===== src/rtl/notgate_check_seq.sv =====
// Sweeps every stimulus value across N_IMPL inverter implementations
// and accumulates per-implementation mismatch results.
module notgate_check_seq #(
    parameter int WIDTH  = 1,
    parameter int N_IMPL = 3,
    parameter int SETTLE = 2,
    parameter int ERR_W  = 8
) (
    input  logic                    clk,
    input  logic                    rst,
    input  logic                    start,
    output logic [WIDTH-1:0]        stim_a,
    input  logic [N_IMPL*WIDTH-1:0] resp_b,
    output logic                    busy,
    output logic                    done,
    output logic                    pass,
    output logic [N_IMPL-1:0]       fail_mask,
    output logic [ERR_W-1:0]        err_count,
    output logic [WIDTH-1:0]        first_fail_vec
);

    localparam int CW = (SETTLE > 1) ? $clog2(SETTLE) : 1;
    localparam int PW = $clog2(N_IMPL + 1);
    localparam int SW = ERR_W + PW;
    localparam logic [SW-1:0] SAT = SW'({ERR_W{1'b1}});

    typedef enum logic [2:0] {
        S_IDLE,
        S_DRIVE,
        S_WAIT,
        S_CHECK,
        S_FINISH
    } state_t;

    state_t state;
    state_t state_nxt;

    logic [CW-1:0]     settle_cnt;
    logic              ff_seen;
    logic [N_IMPL-1:0] mism;
    logic [SW-1:0]     err_sum;
    logic [ERR_W-1:0]  err_nxt;
    logic              last_vec;

    assign last_vec = &stim_a;

    always_ff @(posedge clk) begin
        if (rst) begin
            state <= S_IDLE;
        end else begin
            state <= state_nxt;
        end
    end

    always_comb begin
        state_nxt = state;
        unique case (state)
            S_IDLE:   if (start) state_nxt = S_DRIVE;
            S_DRIVE:  state_nxt = S_WAIT;
            S_WAIT:   if (settle_cnt == '0) state_nxt = S_CHECK;
            S_CHECK:  state_nxt = last_vec ? S_FINISH : S_DRIVE;
            S_FINISH: state_nxt = S_IDLE;
            default:  state_nxt = S_IDLE;
        endcase
    end

    always_comb begin
        busy = (state == S_DRIVE) ||
               (state == S_WAIT)  ||
               (state == S_CHECK);
        done = (state == S_FINISH);
    end

    // Case-inequality so an undriven or X response counts as a mismatch
    always_comb begin
        mism = '0;
        for (int i = 0; i < N_IMPL; i++) begin
            mism[i] = (resp_b[i*WIDTH +: WIDTH] !== ~stim_a);
        end
    end

    always_comb begin
        err_sum = SW'(err_count);
        for (int i = 0; i < N_IMPL; i++) begin
            err_sum = err_sum + SW'(mism[i]);
        end
        if (err_sum > SAT) begin
            err_nxt = '1;
        end else begin
            err_nxt = err_sum[ERR_W-1:0];
        end
    end

    always_ff @(posedge clk) begin
        if (rst) begin
            stim_a         <= '0;
            pass           <= 1'b0;
            fail_mask      <= '0;
            err_count      <= '0;
            first_fail_vec <= '0;
            settle_cnt     <= '0;
            ff_seen        <= 1'b0;
        end else begin
            unique case (state)
                S_IDLE: begin
                    if (start) begin
                        stim_a         <= '0;
                        pass           <= 1'b0;
                        fail_mask      <= '0;
                        err_count      <= '0;
                        first_fail_vec <= '0;
                        ff_seen        <= 1'b0;
                    end
                end
                S_DRIVE: begin
                    settle_cnt <= CW'(SETTLE - 1);
                end
                S_WAIT: begin
                    if (settle_cnt != '0) begin
                        settle_cnt <= settle_cnt - 1'b1;
                    end
                end
                S_CHECK: begin
                    fail_mask <= fail_mask | mism;
                    err_count <= err_nxt;
                    if ((|mism) && !ff_seen) begin
                        first_fail_vec <= stim_a;
                        ff_seen        <= 1'b1;
                    end
                    // pass must already be valid while done is high
                    if (last_vec) begin
                        pass <= ((fail_mask | mism) == '0);
                    end else begin
                        stim_a <= stim_a + 1'b1;
                    end
                end
                default: ;
            endcase
        end
    end

endmodule


===== config.mk =====
export PLATFORM = sky130hd
export DESIGN_NAME = notgate_check_seq
export DESIGN_NICKNAME = d
export VERILOG_FILES = /design/src/rtl/notgate_check_seq.sv
export SDC_FILE = /design/constraint.sdc
export NUM_CORES = 1
export LEC_CHECK = 0
export ABC_AREA = 1
export BUFFER_PORTS_ARGS = -buffer_cell sky130_fd_sc_hd__buf_2
export CAP_MARGIN = 0
export CORE_UTILIZATION = 53
export DETAILED_ROUTE_END_ITERATION = 8
export MAX_ROUTING_LAYER = met4
export PLACE_DENSITY = 0.82
export SKIP_LAST_GASP = 1
export SYNTH_ARGS = -nofsm -noshare
export SYNTH_HDL_FRONTEND = slang
export SYNTH_SLANG_ARGS = --single-unit

===== constraint.sdc =====
create_clock -name clk -period 2.97 [get_ports clk]
set_clock_uncertainty 0.1 [all_clocks]
set_input_delay 0.297 -clock clk [delete_from_list [all_inputs] [get_ports clk]]
set_output_delay 0.297 -clock clk [all_outputs]
set_load 0.02 [all_outputs]

==> impl_metrics.env, run 1 <==
export IMPL_cap_violations=0
export IMPL_cts_clk_slew_worst_paths_ps=110
export IMPL_drtPass1Iterations=4
export IMPL_setup_violations_final=0
export IMPL_core_area_mm2=0.001942
export IMPL_tightest_slew_ps=242.2
export IMPL_synth_nets=169
export IMPL_die_y_um=47.45
export IMPL_slew_viol_final=0
export IMPL_ys_seq_area_share_pct=34.74
export IMPL_rsz0062_at_grt="false"
export IMPL_status="complete, no violations"
export IMPL_synth_seq_cells=19
export IMPL_cts_tree="built"
export IMPL_swShare_pct=32.34
export IMPL_critPathMaxFanout=6
export IMPL_grt_start_max_net_pins=14
export IMPL_synth_edff_count=0
export IMPL_syn_area_per_cell_um2=6.886
export IMPL_startpoint="stim_a"
export IMPL_report_power_total_w=0.0005313
export IMPL_first_iter_violations=16
export IMPL_final_common_cell="nand2_1"
export IMPL_ctsHoldBuffers=0
export IMPL_cts_path_max_buffers=2
export IMPL_reg2reg_from="stim_a"
export IMPL_ir_worst_vdd_mv=0.2853
export IMPL_cts_sinks=19
export IMPL_grt_pass1_vias=868
export IMPL_rows=16
export IMPL_wirelength_mm=2.315
export IMPL_synthFlopType="dfxtp_1"
export IMPL_p_int_w=0.0003595
export IMPL_cts_buffers=3
export IMPL_leakagePower_nw=0.6112
export IMPL_layout_drive_gt1_share_pct=25.27
export IMPL_cts_root_buf="clkbuf_4"
export IMPL_io_pins=22
export IMPL_portBuffers=21
export IMPL_dieArea_mm2=0.002252
export IMPL_hold_class="primary input to flop"
export IMPL_start_kind="flop"
export IMPL_worstPathArrival_ps=2860
export IMPL_pwr_share_clk_pct=25.4
export IMPL_crit_path_end_kind="flop"
export IMPL_antenna_cells=0
export IMPL_wl_per_cell_um=11.08
export IMPL_hpwl_mm=1.750
export IMPL_die_w_um=47.45
export IMPL_place_gp_congestion=0.9608
export IMPL_grt_use_total_pct=23.72
export IMPL_min_period_over_period_pct=91.38
export IMPL_area_growth_pct=13.71
export IMPL_clock_latency_ps=300
export IMPL_ys_types=30
export IMPL_switchingPower_w=0.0001718
export IMPL_antenna_found_initial=0
export IMPL_cts_resized=0
export IMPL_synth_warnings=0
export IMPL_htree_num_levels=1
export IMPL_num_vias=1050
export IMPL_hold_violations=0
export IMPL_syn_cell_area_mm2=0.001095
export IMPL_ant_nets=0
export IMPL_postCtsSetupBuffers=0
export IMPL_slew_headroom_pct=83.83
export IMPL_cp_data_required_time_ps=3110
export IMPL_critPathKind="flop to flop"
export IMPL_stdcell_count=209
export IMPL_syn_inst=159
export IMPL_tns_ps=0
export IMPL_max_freq_mhz=368.5
export IMPL_grt_overflow=0
export IMPL_powerDensity_mw_per_mm2=426.8
export IMPL_placedCellCount=205
export IMPL_grt_pass1_wl_mm=3.594
export IMPL_post_route_min_period_ps=2714
export IMPL_nFillCells=182
export IMPL_power_share_combinational_pct=22.7
export IMPL_initial_utilization_pct=56.38
export IMPL_drc_errors=0
export IMPL_async_flop_share_pct=0
export IMPL_p_seq_share_pct=51.9
export IMPL_hp_start="rst"
export IMPL_vias_per_cell=5.024
export IMPL_fin_nets=193
export IMPL_final_cell_mix="nand2_1 (44), inv_1 (22), buf_2 (21)"
-- critical path, cell delays in order, from the launching register on --
cell,delay [ps]
dfxtp_1,450
inv_2,100
nand2_1,100
nand2_2,90
fa_1,450
inv_1,60
ha_1,180
inv_1,70
fa_1,360
inv_1,80
nand2_1,110
clkinv_2,120
nand3_4,110
nand2_1,90
nand2_1,50
a21oi_1,130
-- stage by stage --
stage | instance area (um^2) | hold WS, ps | setup WS (ps) | utilization (%)
2_1_floorplan | 1095 | 275.0 | 373.0 | -
3_3_place_gp | 1219 | 337.5 | 447.3 | 62.76
3_5_place_dp | 1219 | 345.7 | 254.4 | 62.76
4_1_cts | 1245 | 195.2 | 261.4 | 64.11
5_1_grt | 1245 | 193.0 | 8.258 | 64.11
6_report | 1245 | 196.9 | 256.1 | 64.11
-- power by group through the flow --
stage	logic, W	registers [W]	clock network (W)
floorplan	0.0000851	0.000287	0
global placement	0.000117	0.000281	0
detailed placement	0.000121	0.000281	0
CTS	0.000121	0.000276	0.000136
global route	0.000135	0.000277	0.000148
finish	0.000120	0.000276	0.000135
-- flip-flops by register name, summed over array words and instances, names as in the netlist --
| signal | count |
|---|---|
| fail_mask | 3 |
| stim_a | 1 |
| ff_seen | 1 |
| settle_cnt | 1 |
| first_fail_vec | 1 |
| err_count | 8 |
| pass | 1 |
| state | 3 |
-- cell usage after synthesis (2+ instances only) --
cell type	count	area (um^2)
nor2_1	11	41.29
inv_1	22	82.58
nand4_1	2	12.51
fa_1	2	40.04
inv_2	5	18.77
o21ai_0	2	10.01
nand3_1	10	50.05
nand2_2	7	43.79
dfxtp_1	19	380.4
a21oi_1	14	70.07
ha_1	2	25.02
nand3_2	2	20.02
nand2_1	44	165.2
-- cell type report --
type,count,area [um^2],share of cell area [%]
inverters,29,112.6,9.045
repair buffers,21,105.1,8.442
clock buffers,4,26.28,2.111
multi-input cells,109,586.8,47.14
well taps,27,33.78,2.714
flip-flops and latches,19,380.4,30.55
-- kinds of logic (layout without fill, tap and decap cells) --
family / count (synthesis) / after routing / synth area share (%)
DFF: 19 / 19 / 34.74
AOI/OAI and AO/OA: 22 / 22 / 11.32
and+or+nand+nor: 83 / 83 / 36.34
adders and majority gates: 4 / 4 / 5.943
buffers and inverters: 31 / 54 / 11.66
-- worst paths after layout --
kind | end | cells past startpoint | slack (ps)
setup / recovery | err_count[1] | 15 | 260
hold / removal | err_count[5] | 2 | 200
setup reg to reg | err_count[1] | 15 | 260
hold reg to reg | ff_seen | 2 | 360
-- layer usage --
metal	routed length [um]	vias to the layer above	global-route usage (%)
met5	0	-	-
met4	15	0	8.000
met3	89	2	4.906
met2	1160	28	39.45
met1	1049	477	28.37
li1	-	543	-
(Power assumes the default switching activity.)
==> run 2: changes to the inputs <==
clock period = 2.9 ns   (was 2.97 ns; I/O delays follow)
==> run 2 against run 1 <==
  * Sequential power is 3% higher
  * Register-to-register slack is essentially flat
  * Die area stayed put
  * Final cell count unchanged
  * Hold slack got worse by 5.9 ps
  * Worst setup slack gained 4.1 ps
  * Non-clock buffer count unchanged
  * Fmax up 2.8%
  * Routed wire length rose by 0.52%
==> impl_metrics.env, run 2 (same netlist as run 1, synthesis figures left out) <==
export IMPL_status="complete, no violations"
export IMPL_antenna_found_initial=0
export IMPL_antenna_cells=0
export IMPL_cts_path_max_buffers=2
export IMPL_postCtsSetupBuffers=0
export IMPL_fin_nets=193
export IMPL_rrSetupSlack_ps=260
export IMPL_layout_drive_gt1_share_pct=25.82
export IMPL_critPathKind="flop to flop"
export IMPL_core_area_mm2=0.001942
export IMPL_cp_slowest_stage_delay_ps=450
export IMPL_pre_cts_slack_ps=184.4
export IMPL_slew_viol_final=0
export IMPL_portBuffers=21
export IMPL_seq_area_um2=381.6
export IMPL_die_y_um=47.45
export IMPL_wirelength_mm=2.327
export IMPL_tightest_slew_ps=241.1
export IMPL_start_kind="flop"
export IMPL_rows=16
export IMPL_postLayoutSetupSlackWorst_ps=260.2
export IMPL_regMostFlops="err_count"
export IMPL_ir_worst_vdd_mv=0.2922
export IMPL_hpwl_mm=1.750
export IMPL_path_cells="inv_2 -> nand2_1 -> nand2_2 -> fa_1 -> inv_1 -> ha_1 -> inv_1 -> fa_1 -> inv_1 -> nand2_1 -> clkinv_2 -> nand3_4 -> nand2_1 -> nand2_1 -> a21oi_1"
export IMPL_rsz0062_at_grt="false"
export IMPL_min_path_cells=2
export IMPL_htree_num_levels=1
export IMPL_largestRegisters="err_count: 8 flops, fail_mask: 3 flops, state: 3 flops"
export IMPL_cp_data_required_time_ps=3040
export IMPL_hold_violations=0
export IMPL_crit_path_top_delay_cell="fa_1"
export IMPL_report_power_total_w=0.0005443
export IMPL_tns_ps=0
export IMPL_hp_start="rst"
export IMPL_leakagePower_nw=0.6117
export IMPL_cts_buffers=3
export IMPL_critPathMaxFanout=6
export IMPL_cts_clk_slew_worst_paths_ps=110
export IMPL_vias_per_cell=5.029
export IMPL_hold_class="primary input to flop"
export IMPL_final_common_cell="nand2_1"
export IMPL_switchingPower_w=0.0001760
export IMPL_grt_pass1_vias=868
export IMPL_power_share_combinational_pct=22.7
export IMPL_slew_headroom_pct=83.90
export IMPL_grt_use_total_pct=23.72
export IMPL_max_freq_mhz=378.8
export IMPL_p_seq_share_pct=51.9
export IMPL_cts_root_buf="clkbuf_4"
export IMPL_final_cell_mix="nand2_1 (44), inv_1 (22), buf_2 (21)"
export IMPL_cap_violations=0
export IMPL_die_w_um=47.45
export IMPL_drtPass1Iterations=4
export IMPL_area_growth_pct=13.83
export IMPL_setup_violations_final=0
export IMPL_grt_overflow=0
export IMPL_reg2regPathDepth=15
export IMPL_nFillCells=181
export IMPL_drc_errors=0
export IMPL_swShare_pct=32.33
export IMPL_utilization_pct=64.18
export IMPL_initial_utilization_pct=56.38
export IMPL_cts_sinks=19
export IMPL_p_int_w=0.0003683
export IMPL_num_vias=1051
export IMPL_min_period_over_period_pct=91.03
export IMPL_reg2reg_from="stim_a"
export IMPL_grt_pass1_wl_mm=3.594
export IMPL_rr_endpoint="err_count[1]"
export IMPL_dieArea_mm2=0.002252
export IMPL_pwr_share_clk_pct=25.4
export IMPL_crit_path_end_kind="flop"
export IMPL_crit_buf_inv=5
export IMPL_cts_tree="built"
export IMPL_place_gp_congestion=0.9608
export IMPL_clock_latency_ps=300
export IMPL_grt_start_max_net_pins=14
export IMPL_path_delay_family="adder cells"
export IMPL_wl_per_cell_um=11.13
export IMPL_post_route_min_period_ps=2640
export IMPL_worstPathArrival_ps=2780
export IMPL_holdPathEnd="err_count[5]"
export IMPL_cpMostUsedCell="nand2_1"
export IMPL_ant_nets=0
export IMPL_multi_input_area_um2=586.8
export IMPL_first_iter_violations=16
export IMPL_io_pins=22
export IMPL_largest_reg_flops=8
export IMPL_powerDensity_mw_per_mm2=436.8
run 2: cell types whose count changed in the layout (fill, tap and decap cells not counted):
| cell | before | now |
|---|---|---|
| dfxtp_2 | 0 | 1 |
| dfxtp_1 | 19 | 18 |
run 2: timing repair:
item	4_1_cts	5_1_grt
hold buffers	0	0
resized for setup	0	1
setup endpoints to repair	0	6
run 2: layer usage:
| layer | up-vias | track usage [%] | routed length, um |
|---|---|---|---|
| met5 | - | - | 0 |
| met4 | 0 | 8.000 | 15 |
| met3 | 2 | 4.906 | 104 |
| met2 | 28 | 39.45 | 1163 |
| met1 | 478 | 28.37 | 1043 |
| li1 | 543 | - | - |
run 2: how the worst max path moves through the flow:
stage	start	end	slack (ps)	cells after the start
2_1_floorplan	stim_a	err_count[5]	300	15
3_3_place_gp	stim_a	err_count[1]	380	15
3_5_place_dp	stim_a	err_count[0]	180	15
4_1_cts	stim_a	err_count[1]	190	15
5_1_grt	stim_a	err_count[6]	20	15
6_report	stim_a	err_count[1]	260	15
run 2: per-stage QoR:
step                hold slack [ps]  std cells  cell area [um^2]
detailed placement            345.7        205              1219
global placement              337.5        205              1219
global route                  186.0        209              1246
floorplan                     268.0        159              1095
CTS                           188.2        209              1245
finish                        190.9        209              1246
run 2: area by class of cell:
class | count | area share, %
Sequential cell | 19 | 30.62
Clock buffer | 4 | 2.108
Inverter | 29 | 9.036
Tap cell | 27 | 2.711
Timing Repair Buffer | 21 | 8.434
Multi-Input combinational cell | 109 | 47.09
run 2: worst reg2reg max path, delay by kind of cell (launching register included):
| family | cells | cell delay, ps |
|---|---|---|
| fa+ha+maj | 3 | 990 |
| simple gates | 6 | 560 |
| buf+inv | 5 | 410 |
| flops | 1 | 400 |
| compound gates | 1 | 130 |
run 2: power groups by stage:
stage | sequential (W) | clock, W | combinational [W]
2_1_floorplan | 0.000294 | 0 | 0.0000872
3_3_place_gp | 0.000288 | 0 | 0.000119
3_5_place_dp | 0.000288 | 0 | 0.000124
4_1_cts | 0.000282 | 0.000140 | 0.000124
5_1_grt | 0.000284 | 0.000151 | 0.000138
6_report | 0.000283 | 0.000138 | 0.000123
==> run 3: changes to the inputs <==
ABC_AREA = not set   (was 1)
CELL_PAD_IN_SITES_DETAIL_PLACEMENT = 0   (was not set)
CELL_PAD_IN_SITES_GLOBAL_PLACEMENT = 1   (was not set)
CORE_UTILIZATION = 39   (was 53)
==> run 3 against run 2 <==
  * Sequential power rose by 2%
  * Global-route usage fell by 5.5 points
  * Flip-flop and latch count did not move
  * Register-to-register slack got worse by 60 ps
  * Synthesized area fell by 3.5%
  * Fmax fell by 2.2%
  * Combinational power rose by 6%
  * Die area rose by 30%
==> impl_metrics.env, run 3 <==
export IMPL_status="complete, no violations"
export IMPL_layout_drive_gt1_share_pct=28.06
export IMPL_cts_buffers=3
export IMPL_die_y_um=54.04
export IMPL_synth_edff_count=0
export IMPL_cp_slowest_stage_delay_ps=450
export IMPL_antenna_cells=0
export IMPL_slew_headroom_pct=79.51
export IMPL_largestRegisters="err_count: 8 flops, fail_mask: 3 flops, state: 3 flops"
export IMPL_setup_violations_final=0
export IMPL_synth_commonest_cells="dfxtp_1 (19), nor2_1 (12), a21oi_1 (9)"
export IMPL_reg2regPathDepth=9
export IMPL_final_common_cell="buf_2"
export IMPL_synth_warnings=0
export IMPL_drtPass1Iterations=4
export IMPL_io_pins=22
export IMPL_worstPathArrival_ps=2820
export IMPL_first_iter_violations=15
export IMPL_grt_use_total_pct=18.22
export IMPL_ir_worst_vdd_mv=0.3961
export IMPL_report_power_total_w=0.0005527
export IMPL_synth_seq_cells=19
export IMPL_ys_seq_area_share_pct=36.02
export IMPL_rsz0062_at_grt="false"
export IMPL_tightest_slew_ps=306.2
export IMPL_wl_per_cell_um=13.38
export IMPL_vias_per_cell=5.485
export IMPL_critPathMaxFanout=6
export IMPL_cp_data_required_time_ps=3020
export IMPL_reg2reg_from="stim_a"
export IMPL_area_growth_pct=13.98
export IMPL_async_flop_share_pct=0
export IMPL_die_w_um=54.04
export IMPL_grt_start_max_net_pins=17
export IMPL_startpoint="stim_a"
export IMPL_worstSetupEndpoint="err_count[1]"
export IMPL_initial_utilization_pct=41.87
export IMPL_drc_errors=0
export IMPL_syn_cell_area_mm2=0.001056
export IMPL_cap_violations=0
export IMPL_crit_path_top_delay_cell="fa_1"
export IMPL_final_area_mm2=0.001204
export IMPL_ctsHoldBuffers=0
export IMPL_place_gp_congestion=0.8231
export IMPL_synth_top_area_share_pct=36.02
export IMPL_hpwl_mm=1.651
export IMPL_synthTopCellsByArea="dfxtp_1 (36%), a21oi_1 (4.3%), nor2_1 (4.3%), fa_1 (3.8%), o2bb2ai_1 (3.3%)"
export IMPL_start_kind="flop"
export IMPL_regMostFlops="err_count"
export IMPL_pre_cts_slack_ps=111.5
export IMPL_portBuffers=21
export IMPL_path_cells="xor2_1 -> fa_1 -> inv_1 -> ha_1 -> inv_1 -> fa_1 -> and3b_1 -> nand3_2 -> a311oi_1"
export IMPL_place_area_mm2=0.001162
export IMPL_rrSetupSlack_ps=200
export IMPL_yosys_area_top_type="dfxtp_1"
export IMPL_wirelength_mm=2.262
export IMPL_rows=18
export IMPL_crit_path_end_kind="flop"
export IMPL_yosysMostFrequentCell="dfxtp_1"
export IMPL_synthFlopType="dfxtp_1"
export IMPL_num_vias=927
export IMPL_final_cell_mix="buf_2 (21), dfxtp_1 (18), nor2_1 (12)"
export IMPL_leakagePower_nw=0.5082
export IMPL_hold_class="primary input to flop"
export IMPL_grt_overflow=0
export IMPL_cts_sinks=19
export IMPL_rr_endpoint="err_count[1]"
export IMPL_syn_area_per_cell_um2=8.800
export IMPL_cts_tree="built"
export IMPL_cts_clk_slew_worst_paths_ps=110
export IMPL_ant_nets=0
export IMPL_largest_reg_flops=8
export IMPL_slew_viol_final=0
export IMPL_post_route_min_period_ps=2698
export IMPL_syn_inst=120
export IMPL_hold_violations=0
export IMPL_grt_pass1_vias=850
export IMPL_tns_ps=0
export IMPL_min_period_over_period_pct=93.05
export IMPL_powerDensity_mw_per_mm2=459.2
export IMPL_core_area_mm2=0.002522
export IMPL_grt_pass1_wl_mm=3.732
export IMPL_antenna_found_initial=0
export IMPL_cts_path_max_buffers=2
export IMPL_htree_num_levels=1
export IMPL_max_freq_mhz=370.6
export IMPL_nFillCells=273
export IMPL_ys_types=42
export IMPL_synth_nets=130
export IMPL_cts_root_buf="clkbuf_4"
export IMPL_postLayoutSetupSlackWorst_ps=201.7
export IMPL_clock_latency_ps=300
export IMPL_fin_nets=150
export IMPL_dieArea_mm2=0.002920
export IMPL_critPathKind="flop to flop"
[run 3: cell count changes in the layout (fill, tap and decap cells not counted), sizes merged, moves of 3 or more]
cell | previous run | this run
a21oi | 15 | 9
nand2b | 0 | 4
nand2 | 52 | 6
o2bb2ai | 0 | 4
nand3 | 13 | 3
o21ba | 0 | 3
a211oi | 0 | 3
inv | 28 | 7
[run 3: cells by family (layout without fill, tap and decap cells)]
kind of cell | count (synthesis) | after routing | synth area share (%)
AOI/OAI and AO/OA | 35 | 35 | 23.22
xor gates and xnor gates | 4 | 4 | 3.318
adders and majority gates | 4 | 4 | 6.161
buffers and inverters | 14 | 33 | 6.635
DFF | 19 | 19 | 36.02
muxes | 2 | 2 | 2.369
and+or+nand+nor | 42 | 42 | 22.27
[run 3: final cells by class]
cell class / instances / area [um^2] / share of cell area (%)
Multi-Input combinational cell: 87 / 618.1 / 51.35
Sequential cell: 19 / 381.6 / 31.70
Timing Repair Buffer: 22 / 112.6 / 9.356
Tap cell: 30 / 37.54 / 3.119
Inverter: 7 / 26.28 / 2.183
Clock buffer: 3 / 22.52 / 1.871
Clock inverter: 1 / 5.005 / 0.4158
[run 3: where the power goes]
part	internal, W	total (W)	switching, W
clock	0.0000513	0.000134	0.0000823
sequential	0.000272	0.000289	0.0000163
combinational	0.0000571	0.000130	0.0000731
total	0.000381	0.000553	0.000172
[run 3: critical path: cells and delay by family (launching register included)]
kind	cells	cell delay [ps]
adder cells (fa/ha/maj)	3	1040
flip-flops	1	390
buffers and inverters	2	130
XOR/XNOR	1	240
AO/OA/AOI/OAI	1	280
AND/OR/NAND/NOR	2	450
[run 3: stage by stage]
step / hold WS (ps) / std cells / utilization (%)
2_1_floorplan: 273.5 / 120 / -
3_3_place_gp: 358.8 / 165 / 46.08
6_report: 250.1 / 169 / 47.72
5_1_grt: 238.2 / 169 / 47.72
4_1_cts: 241.7 / 169 / 47.17
3_5_place_dp: 366.3 / 165 / 46.08
[run 3: worst min path at each step]
stage               slack [ps]  endpoint  start  depth (start not counted)
finish                     250      pass    rst                          2
detailed placement         370      pass   pass                          2
CTS                        240      pass    rst                          2
global placement           360      pass   pass                          2
global route               240      pass    rst                          2
floorplan                  270  state[2]    rst                          1
[run 3: timing repair]
action	CTS	global route
setup endpoints to repair	0	6
gates resized for setup	0	3
buffers inserted	0	0
[run 3: metal layers]
metal | GRT usage [%] | vias up | wire length, um | share of wire (%)
met5 | - | - | 0 | 0
met2 | 30.25 | 18 | 1083 | 48
met1 | 21.39 | 443 | 1067 | 47
li1 | - | 464 | - | -
met4 | 3.846 | 0 | 15 | 0.66
met3 | 5.932 | 2 | 95 | 4.2
